==> config.mk <==
export PLATFORM = sky130hd
export DESIGN_NAME = bp_clint_responder
export DESIGN_NICKNAME = d
export VERILOG_FILES = /design/src/rtl/bp_clint_responder.sv
export SDC_FILE = /design/constraint.sdc
export NUM_CORES = 1
export LEC_CHECK = 0
export CAP_MARGIN = 25
export CORE_MARGIN = 2
export CORE_UTILIZATION = 50
export DETAILED_ROUTE_END_ITERATION = 10
export PLACE_DENSITY = 0.78
export SKIP_LAST_GASP = 1
export SYNTH_ARGS = -nofsm -noshare
export SYNTH_HDL_FRONTEND = slang
export SYNTH_SLANG_ARGS = --single-unit
==> constraint.sdc <==
create_clock -name clk_i -period 2.5 [get_ports clk_i]
set_input_delay 0.625 -clock clk_i [delete_from_list [all_inputs] [get_ports clk_i]]
set_output_delay 0.625 -clock clk_i [all_outputs]
set_load 0.03 [all_outputs]
==> src/rtl/bp_clint_responder.sv <==
// bp_clint_responder
//   CLINT target on the uncached I/O request path. It accepts one
//   single-beat read or write at a time and returns exactly one response
//   per request. It owns the mtime, mtimecmp and msip registers and drives
//   the machine timer and software interrupt lines.
//
// Ports
//   clk_i, reset_n_i        clock and asynchronous active-low reset
//   req_*                   request channel (valid/ready handshake)
//   resp_*                  response channel (valid/yumi handshake)
//   rtc_tick_i              one-cycle pulse that advances mtime by one
//   timer_irq_o             registered (mtime >= mtimecmp)
//   software_irq_o          msip bit 0
//
// Register map (offset = addr - clint_base_p, low 16 bits decoded)
//   0x0000 msip, 0x4000 mtimecmp, 0xBFF8 mtime.
//   For 4B accesses, offset bit 2 selects the upper word.
//
// Build option
//   BP_CLINT_ERR_RESP_EN : when defined, unmapped offsets respond with
//   resp_err_o = 1. When undefined, resp_err_o is tied to 0.
module bp_clint_responder #(
    parameter int                     paddr_width_p = 40,
    parameter int                     dword_width_p = 64,
    parameter logic [paddr_width_p-1:0] clint_base_p = 40'h0030_0000
) (
    input  logic                     clk_i,
    input  logic                     reset_n_i,
    input  logic                     req_v_i,
    output logic                     req_ready_and_o,
    input  logic                     req_we_i,
    input  logic [paddr_width_p-1:0] req_addr_i,
    input  logic [1:0]               req_size_i,
    input  logic [dword_width_p-1:0] req_data_i,
    output logic                     resp_v_o,
    input  logic                     resp_yumi_i,
    output logic [dword_width_p-1:0] resp_data_o,
    output logic                     resp_err_o,
    input  logic                     rtc_tick_i,
    output logic                     timer_irq_o,
    output logic                     software_irq_o
);

    typedef enum logic {IDLE = 1'b0, RESP = 1'b1} state_e;

    state_e                     state_q, state_d;
    logic [dword_width_p-1:0]   mtime_q, mtime_d;
    logic [dword_width_p-1:0]   mtimecmp_q, mtimecmp_d;
    logic                       msip_q, msip_d;
    logic [dword_width_p-1:0]   resp_data_q, resp_data_d;
    logic                       resp_err_q, resp_err_d;
    logic                       timer_irq_q, timer_irq_d;

    // ------------------------------------------------------------------
    // Address decode
    // ------------------------------------------------------------------
    logic [paddr_width_p-1:0] off;
    logic [15:0]              off16;
    logic                     is_8b, hi_word;
    logic                     hit_msip, hit_cmp, hit_time, hit_any;
    logic                     unused_off_hi;

    assign off           = req_addr_i - clint_base_p;
    assign off16         = off[15:0];
    // Only the low 16 offset bits take part in the decode.
    assign unused_off_hi = ^off[paddr_width_p-1:16];

    assign is_8b   = (req_size_i == 2'b11);
    assign hi_word = off16[2];

    // An 8B access must be 8B aligned. A 4B access may address either half.
    assign hit_msip = (off16 == 16'h0000);
    assign hit_cmp  = (off16[15:3] == 13'h0800) && (off16[1:0] == 2'b00)
                      && !(is_8b && hi_word);
    assign hit_time = (off16[15:3] == 13'h17FF) && (off16[1:0] == 2'b00)
                      && !(is_8b && hi_word);
    assign hit_any  = hit_msip | hit_cmp | hit_time;

    // Read mux. A 4B read returns the selected half, zero-extended.
    logic [dword_width_p-1:0] rd_sel, rd_data;
    always_comb begin
        rd_sel = '0;
        if (hit_msip)      rd_sel = {{(dword_width_p-1){1'b0}}, msip_q};
        else if (hit_cmp)  rd_sel = mtimecmp_q;
        else if (hit_time) rd_sel = mtime_q;

        if (is_8b)        rd_data = rd_sel;
        else if (hi_word) rd_data = {32'h0, rd_sel[63:32]};
        else              rd_data = {32'h0, rd_sel[31:0]};
    end

    // Write merge. A 4B write replaces one half and keeps the other half.
    function automatic logic [63:0] merge(input logic [63:0] old_v,
                                          input logic [63:0] wd,
                                          input logic        b8,
                                          input logic        hi);
        if (b8)      return wd;
        else if (hi) return {wd[31:0], old_v[31:0]};
        else         return {old_v[63:32], wd[31:0]};
    endfunction

    // ------------------------------------------------------------------
    // Next-state / datapath
    // ------------------------------------------------------------------
    always_comb begin
        state_d     = state_q;
        // The tick is the default update. A write in the same cycle
        // overrides it, so that tick is dropped.
        mtime_d     = rtc_tick_i ? mtime_q + 1'b1 : mtime_q;
        mtimecmp_d  = mtimecmp_q;
        msip_d      = msip_q;
        resp_data_d = resp_data_q;
        resp_err_d  = resp_err_q;
        // Compare on current register values. The interrupt therefore lags
        // a tick or a write by one cycle.
        timer_irq_d = (mtime_q >= mtimecmp_q);

        case (state_q)
            IDLE: begin
                if (req_v_i) begin
                    state_d     = RESP;
                    resp_data_d = '0;
                    resp_err_d  = 1'b0;
                    if (req_we_i) begin
                        if (hit_msip) msip_d = req_data_i[0];
                        if (hit_cmp)
                            mtimecmp_d = merge(mtimecmp_q, req_data_i, is_8b, hi_word);
                        if (hit_time)
                            mtime_d = merge(mtime_q, req_data_i, is_8b, hi_word);
                    end else begin
                        resp_data_d = rd_data;
                    end
`ifdef BP_CLINT_ERR_RESP_EN
                    resp_err_d = !hit_any;
`endif
                end
            end
            RESP: begin
                if (resp_yumi_i) state_d = IDLE;
            end
            default: state_d = IDLE;
        endcase
    end

`ifndef BP_CLINT_ERR_RESP_EN
    logic unused_hit_any;
    assign unused_hit_any = hit_any;
`endif

    always_ff @(posedge clk_i or negedge reset_n_i) begin
        if (!reset_n_i) begin
            state_q     <= IDLE;
            mtime_q     <= '0;
            mtimecmp_q  <= '1;
            msip_q      <= 1'b0;
            resp_data_q <= '0;
            resp_err_q  <= 1'b0;
            timer_irq_q <= 1'b0;
        end else begin
            state_q     <= state_d;
            mtime_q     <= mtime_d;
            mtimecmp_q  <= mtimecmp_d;
            msip_q      <= msip_d;
            resp_data_q <= resp_data_d;
            resp_err_q  <= resp_err_d;
            timer_irq_q <= timer_irq_d;
        end
    end

    // Ready is held low for as long as reset is applied.
    assign req_ready_and_o = (state_q == IDLE) && reset_n_i;
    assign resp_v_o        = (state_q == RESP);
    assign resp_data_o     = resp_data_q;
    assign resp_err_o      = resp_err_q;
    assign timer_irq_o     = timer_irq_q;
    assign software_irq_o  = msip_q;

endmodule

# Word level (Yosys, flattened, before mapping)

Index checks and enable logic that the tools add are counted.

Logic and storage cells: 48
Input port bits: 112
Bits in registers: 195
Output and inout port bits: 69

Equal/unequal tests: 6
$lt $le $gt $ge: 1
Multiplexer cells: 16
Add/sub/neg operators: 2
Bitwise logic cells: 1
Reduce and logical (&&, ||, !) cells: 14

Operators with widths:

| cell                  | number |
|---|---|
| $mux 64               | 12 |
| $add 64x1->64 const B | 1 |
| $ge 64x64->1          | 1 |
| $mux 32               | 1 |
| $logic_not 16->1      | 1 |
| $sub 16x1->16 const B | 1 |
| $eq 13x12->1 const B  | 1 |
| $eq 13x13->1 const B  | 1 |
| $ne 6x6->1 const B    | 2 |
| $reduce_and 5->1      | 2 |
| $logic_and 1x1->1     | 6 |
| $reduce_and 4->1      | 1 |
| $eq 2x2->1 const B    | 1 |
| $logic_not 2->1       | 1 |
| $mux 1                | 2 |
| $ne 2x1->1 const B    | 1 |
| $pmux 1 s2            | 1 |
| $reduce_and 2->1      | 1 |
| $reduce_bool 2->1     | 1 |
| $logic_not 1->1       | 1 |
| $not 1->1             | 1 |

# Logic depth before layout (Yosys ltp)

Word-level depth: 10
Depth in mapped cells: 9
Mapped depth without buffers: 8

# Least setup slack after synthesis

Ideal clock, no wire load.

Path type: input port to flip-flop
Start: input port req_addr_i[2]
End: register resp_data_q[10], in the netlist resp_data_o[10]
Library setup time: 0.066 ns
Path buffers: 2
Arrival time: 2.417 ns
Setup slack: 0.016 ns
Required time: 2.434 ns
Stages on the path: 8
Cells stage by stage: and3_1 or4_1 nor2_1 clkbuf_1 clkbuf_1 a22oi_1 nor2_1 a221o_1

Longest elaborated chain between the ends: 10
Elaborated cells on any way between the ends: 16
Those cells by class: add/sub: 1; eq/ne: 2; mux: 6; reduce/logical: 7

RTL lines:

| item                                                 | line       | RTL |
|---|---|---|
| from (decl)                                          | 32         | `input logic [paddr_width_p-1:0] req_addr_i,` |
| $sub 16x1->16 *                                      | 63         | `assign off = req_addr_i - clint_base_p;` |
| $eq 13x13->1 or $logic_and 1x1->1 (tied branches)    | 75, 74, 76 |  |
| $logic_and 1x1->1 or $logic_not 1->1 (tied branches) | 75, 74, 76 |  |
| $logic_and 1x1->1                                    | 76         | `&& !(is_8b && hi_word);` |
| $mux 64                                              | 85         | `else if (hit_time) rd_sel = mtime_q;` |
| $mux 64                                              | 84         | `else if (hit_cmp) rd_sel = mtimecmp_q;` |
| $mux 64                                              | 83         | `if (hit_msip) rd_sel = {{(dword_width_p-1){1'b0}}, msip_q};` |
| $mux 32                                              | 88         | `else if (hi_word) rd_data = {32'h0, rd_sel[63:32]};` |
| $mux 64 *                                            | 87         | `if (is_8b) rd_data = rd_sel;` |
| $mux 64 *                                            | 124        | `if (req_we_i) begin` |
| to (signal assigned)                                 | 164        | `resp_data_q <= resp_data_d;` |
| to (decl)                                            | 50         | `logic [dword_width_p-1:0] resp_data_q, resp_data_d;` |

Every way passes the cells marked *; elsewhere a longest branch is shown, timed or not.
A chain may end at the register's enable or synchronous reset.

# Worst setup path in the final report

Start: input port req_addr_i[4]
End: register resp_data_q[18], in the netlist resp_data_o[18]

Longest elaborated chain between the ends: 10
Elaborated cells on any way between the ends: 14
Those cells by class: add/sub: 1; eq/ne: 2; mux: 6; reduce/logical: 5

RTL lines:

| item              | line | RTL |
|---|---|---|
| $sub 16x1->16 *   | 63   |  |
| $eq 13x13->1      | 75   | `assign hit_time = (off16[15:3] == 13'h17FF) && (off16[1:0] == 2'b00)` |
| $logic_and 1x1->1 | 75   |  |
| $logic_and 1x1->1 | 76   |  |
| $mux 64           | 85   |  |
| $mux 64           | 84   |  |
| $mux 64 *         | 83   |  |
| $mux 32           | 88   |  |
| $mux 64 *         | 87   |  |
| $mux 64 *         | 124  |  |

Marks and branches as above.

==> Implementation_results.wiki <==
{| class="wikitable"
! Metric !! Value
|-
| Count of endpoints failing hold in the final timing report || 0
|-
| Row Count || 55
|-
| Total of fill cells in the finished design || 1780
|-
| Dominant synthesized flop cell || sky130_fd_sc_hd__dfrtp_1
|-
| Antenna violations before repair || 0
|-
| Worst skew pair latency || 0.44 ns
|-
| Area inside the core boundary || 0.0228 mm^2
|-
| Class of the most critical setup path || in2reg
|-
| Die outline width || 157 um
|-
| Area delta synth->final || 31.5%
|-
| Total die area || 0.0246 mm^2
|-
| Clock skew || 0.00838 ns
|-
| Type of destination of the critical path || flip-flop
|-
| Number of synthesized flops with an enable pin || 0
|-
| Kind of path behind the tightest hold check || in2async
|-
| Post-CTS Hold Fix Bufs || 0
|-
| Mean post-synth cell area || 8.80 um^2
|-
| Area of combinational cells with multiple inputs || 0.00617 mm^2
|-
| Gate Count Post-Synth || 1328
|-
| CTS tree || done
|-
| Post-CTS clock slew at the launch and capture registers of the worst setup and hold paths || 0.07 ns
|-
| Final worst-path setup slack || -0.0772 ns
|-
| Sum of net half-perimeters after detailed placement || 31.1 mm
|-
| Total power density per cell area || 466 mW/mm^2
|-
| Outcome || complete, but fails checks
|-
| Net total in the final layout || 1745
|-
| Count of nets left with antenna violations after detail routing || 0
|-
| Biggest fanout along the worst timing path || 22
|-
| Distinct cell type count of the synthesized netlist || 72
|-
| Detailed-route DRC error count || 0
|-
| Required time at the worst-slack endpoint || 2.88 ns
|-
| Headroom to the max-slew limit || 0.575
|-
| Number of top-level design ports || 181
|-
| Remaining global-route overflow || 0
|-
| Via-per-instance ratio || 6.43
|-
| Slew at the pin closest to its max-slew limit || 0.635 ns
|-
| Fraction of layout cells with a size suffix above 1 || 0.184
|-
| Setup repair after global routing missed its margin || true
|-
| Crit share post-route || 1.03
|-
| Number of DRC violations after detailed-routing iteration 0 || 1806
|-
| Finish-stage setup viols || 1
|-
| Violations in the final reports || negative setup slack
|-
| Post-Route Hold Slack || 0.276 ns
|-
| CP Data Arrival Time || 2.96 ns
|-
| Number of nets in the synthesized netlist || 1505
|-
| Pre-CTS WS || -0.591 ns
|-
| Worst reg2reg startpoint || mtime_q[13]$_DFFE_PN0P_
|-
| Post-synth design cell area || 0.0117 mm^2
|-
| Vias in the first global route || 11500
|-
| GRT Overall Usage || 0.345
|-
| Final wirelength || 42.3 mm
|-
| Height of the chip || 157 um
|-
| CTS Root Buffer Type || sky130_fd_sc_hd__clkbuf_16
|-
| Final core occ || 0.674
|-
| Final Slew Violations || 0
|-
| Buffers from clock root to sink, at most || 2
|-
| Number of storage elements in the synthesis netlist || 195
|-
| TritonCTS Buffers || 17
|-
| Critical R2R Capture || mtime_q[46]$_DFFE_PN0P_
|-
| FF+latch area || 0.00496 mm^2
|-
| Port Buffers || 155
|-
| Number of vias after detailed routing || 12200
|-
| Max Freq || 388 MHz
|-
| FFs w/ async S/R, synth || 1.00
|-
| Final period demand of the worst path || 2.58 ns
|-
| Seq/Total Area, Yosys || 0.425
|-
| Wire length of the first global-routing pass || 64.5 mm
|-
| Pin count of the biggest net entering global routing || 94
|-
| Register-to-register setup slack || 0.10 ns
|-
| Maximum level of the CTS H-tree || 4
|-
| Depth of the most critical reg-to-reg path || 6
|-
| Worst path max stage delay || 0.61 ns
|-
| Sink count of the clock tree || 195
|-
| Slowest stage cell on the critical path || sky130_fd_sc_hd__or4_4
|-
| Lkg Pwr || 6.87 nW
|-
| Post-route setup TNS || -0.0772 ns
|-
| Count of maximum capacitance violations || 0
|-
| Effective utilization at floorplan || 0.513
|-
| Ys Warns || 0
|-
| Final weighted congestion in routability-driven placement || 0.939
|-
| Cell-by-cell listing of the critical path || clkdlybuf4s50_1 -> nand3_1 -> or4_4 -> nor2_4 -> buf_12 -> a22oi_1 -> nor2_1 -> a221o_1
|-
| First-pass DRT Iterations || 9
|-
| Sort of element at the start of the critical path || input pin
|-
| Worst-case vdd ir drop || 0.352 mV
|-
| Wirelength per Cell || 22.3 um
|}
-- worst max path at each step --
stage                  startpoint                           to  slack (ns)  depth (start not counted)
floorplan           req_addr_i[2]  resp_data_o[10]$_DFFE_PN0P_        0.02                          8
global placement    req_addr_i[2]       mtime_q[9]$_DFFE_PN0P_       -0.53                          8
detailed placement  req_addr_i[2]       mtime_q[9]$_DFFE_PN0P_       -0.59                          8
CTS                 req_addr_i[2]       mtime_q[9]$_DFFE_PN0P_       0.008                          8
global route        req_addr_i[3]  resp_data_o[18]$_DFFE_PN0P_       -0.04                          8
finish              req_addr_i[4]  resp_data_o[18]$_DFFE_PN0P_       -0.08                          8
-- Yosys cell counts, drive strengths merged (4+ instances only) --
cell / instances / share of area
nand2: 148 / 0.048
dfrtp: 131 / 0.28
nor2: 110 / 0.035
o21ai: 110 / 0.047
a21oi: 88 / 0.038
inv: 81 / 0.026
clkbuf: 71 / 0.023
ha: 65 / 0.070
dfstp: 64 / 0.14
nand3: 52 / 0.024
and3: 40 / 0.021
a22oi: 37 / 0.024
nand4: 32 / 0.018
a22o: 31 / 0.023
a221o: 30 / 0.026
a31oi: 20 / 0.011
nor4: 18 / 0.011
nor3: 17 / 0.0073
o211ai: 17 / 0.011
buf: 16 / 0.0082
a21o: 15 / 0.0096
a211oi: 12 / 0.0077
and4: 9 / 0.0067
mux2i: 9 / 0.0077
o221ai: 9 / 0.0073
and2: 8 / 0.0043
o22ai: 7 / 0.0037
nand2b: 6 / 0.0032
or4: 6 / 0.0045
a211o: 5 / 0.0039
a41oi: 5 / 0.0037
xnor2: 5 / 0.0037
nand4b: 4 / 0.0030
nor2b: 4 / 0.0021
o21a: 4 / 0.0026
or3: 4 / 0.0021
-- cell type report --
class	instances	area share
Timing Repair Buffer	308	0.190
Sequential cell	195	0.323
Clock buffer	19	0.0288
Inverter	81	0.0198
Tap cell	313	0.0255
Antenna cell	1	0.000163
Multi-Input combinational cell	965	0.402
Clock inverter	13	0.0112
-- sequential cells by signal, indices dropped and copies added, names as in the netlist --
register        cells
mtimecmp_q         64
resp_data_o        64
mtime_q            64
resp_v_o            1
timer_irq_o         1
software_irq_o      1
-- metal layers --
metal / wire length (um) / up-vias / track usage
met4: 1490 / 0 / 0.119
met1: 17100 / 5882 / 0.486
met5: 0 / - / 0
li1: - / 5368 / -
met3: 4930 / 134 / 0.0903
met2: 18800 / 805 / 0.515
-- cells by family after synthesis --
group           count (synthesis)  synth area share
compound gates                414             0.236
simple gates                  465             0.195
buf+inv                       168            0.0572
other cells                     1          0.000321
xor+xnor                        8           0.00600
flops                         195             0.425
mux                            12            0.0106
fa+ha+maj                      65            0.0696
-- through the flow --
stage | instances | area, um^2 | total power [mW]
global route | 1894 | 15400 | 7.36
detailed placement | 1855 | 14600 | 4.22
global placement | 1855 | 14600 | 4.20
floorplan | 1328 | 11700 | 3.66
finish | 1895 | 15400 | 7.16
CTS | 1887 | 15200 | 7.12
-- placed cells by master, fill, tap and decap left out, types with 17 or more instances in the layout --
cell type	instances
sky130_fd_sc_hd__ha_1	65
sky130_fd_sc_hd__dfrtp_1	130
sky130_fd_sc_hd__dfstp_2	64
sky130_fd_sc_hd__clkdlybuf4s50_1	153
sky130_fd_sc_hd__a31oi_1	20
sky130_fd_sc_hd__and3_1	37
sky130_fd_sc_hd__nand2_1	148
sky130_fd_sc_hd__o21ai_0	104
sky130_fd_sc_hd__clkbuf_16	18
sky130_fd_sc_hd__inv_1	81
sky130_fd_sc_hd__a22o_1	31
sky130_fd_sc_hd__a21oi_1	88
sky130_fd_sc_hd__nor2_1	105
sky130_fd_sc_hd__nand3_1	48
sky130_fd_sc_hd__buf_4	133
sky130_fd_sc_hd__nand4_1	31
sky130_fd_sc_hd__a22oi_1	36
sky130_fd_sc_hd__a221o_1	30
sky130_fd_sc_hd__o211ai_1	17
-- power by group --
| part | internal [mW] | total (mW) | switching, mW |
|---|---|---|---|
| logic | 0.401 | 0.941 | 0.540 |
| clock network | 1.62 | 2.95 | 1.33 |
| registers | 3.22 | 3.26 | 0.0449 |
| total | 5.24 | 7.16 | 1.91 |
-- critical path, delay by kind of cell --
family,cells,cell delay [ns]
AO/OA/AOI/OAI,2,0.34
buffers and inverters,2,0.72
AND/OR/NAND/NOR,4,1.25
-- repair_timing --
item / in CTS / in global routing
setup buffers: 0 / 5
cloned: 0 / 2
pin swaps: 0 / 8
setup endpoints to repair: 22 / 109
resized for setup: 4 / 26
(Power assumes the default switching activity.)
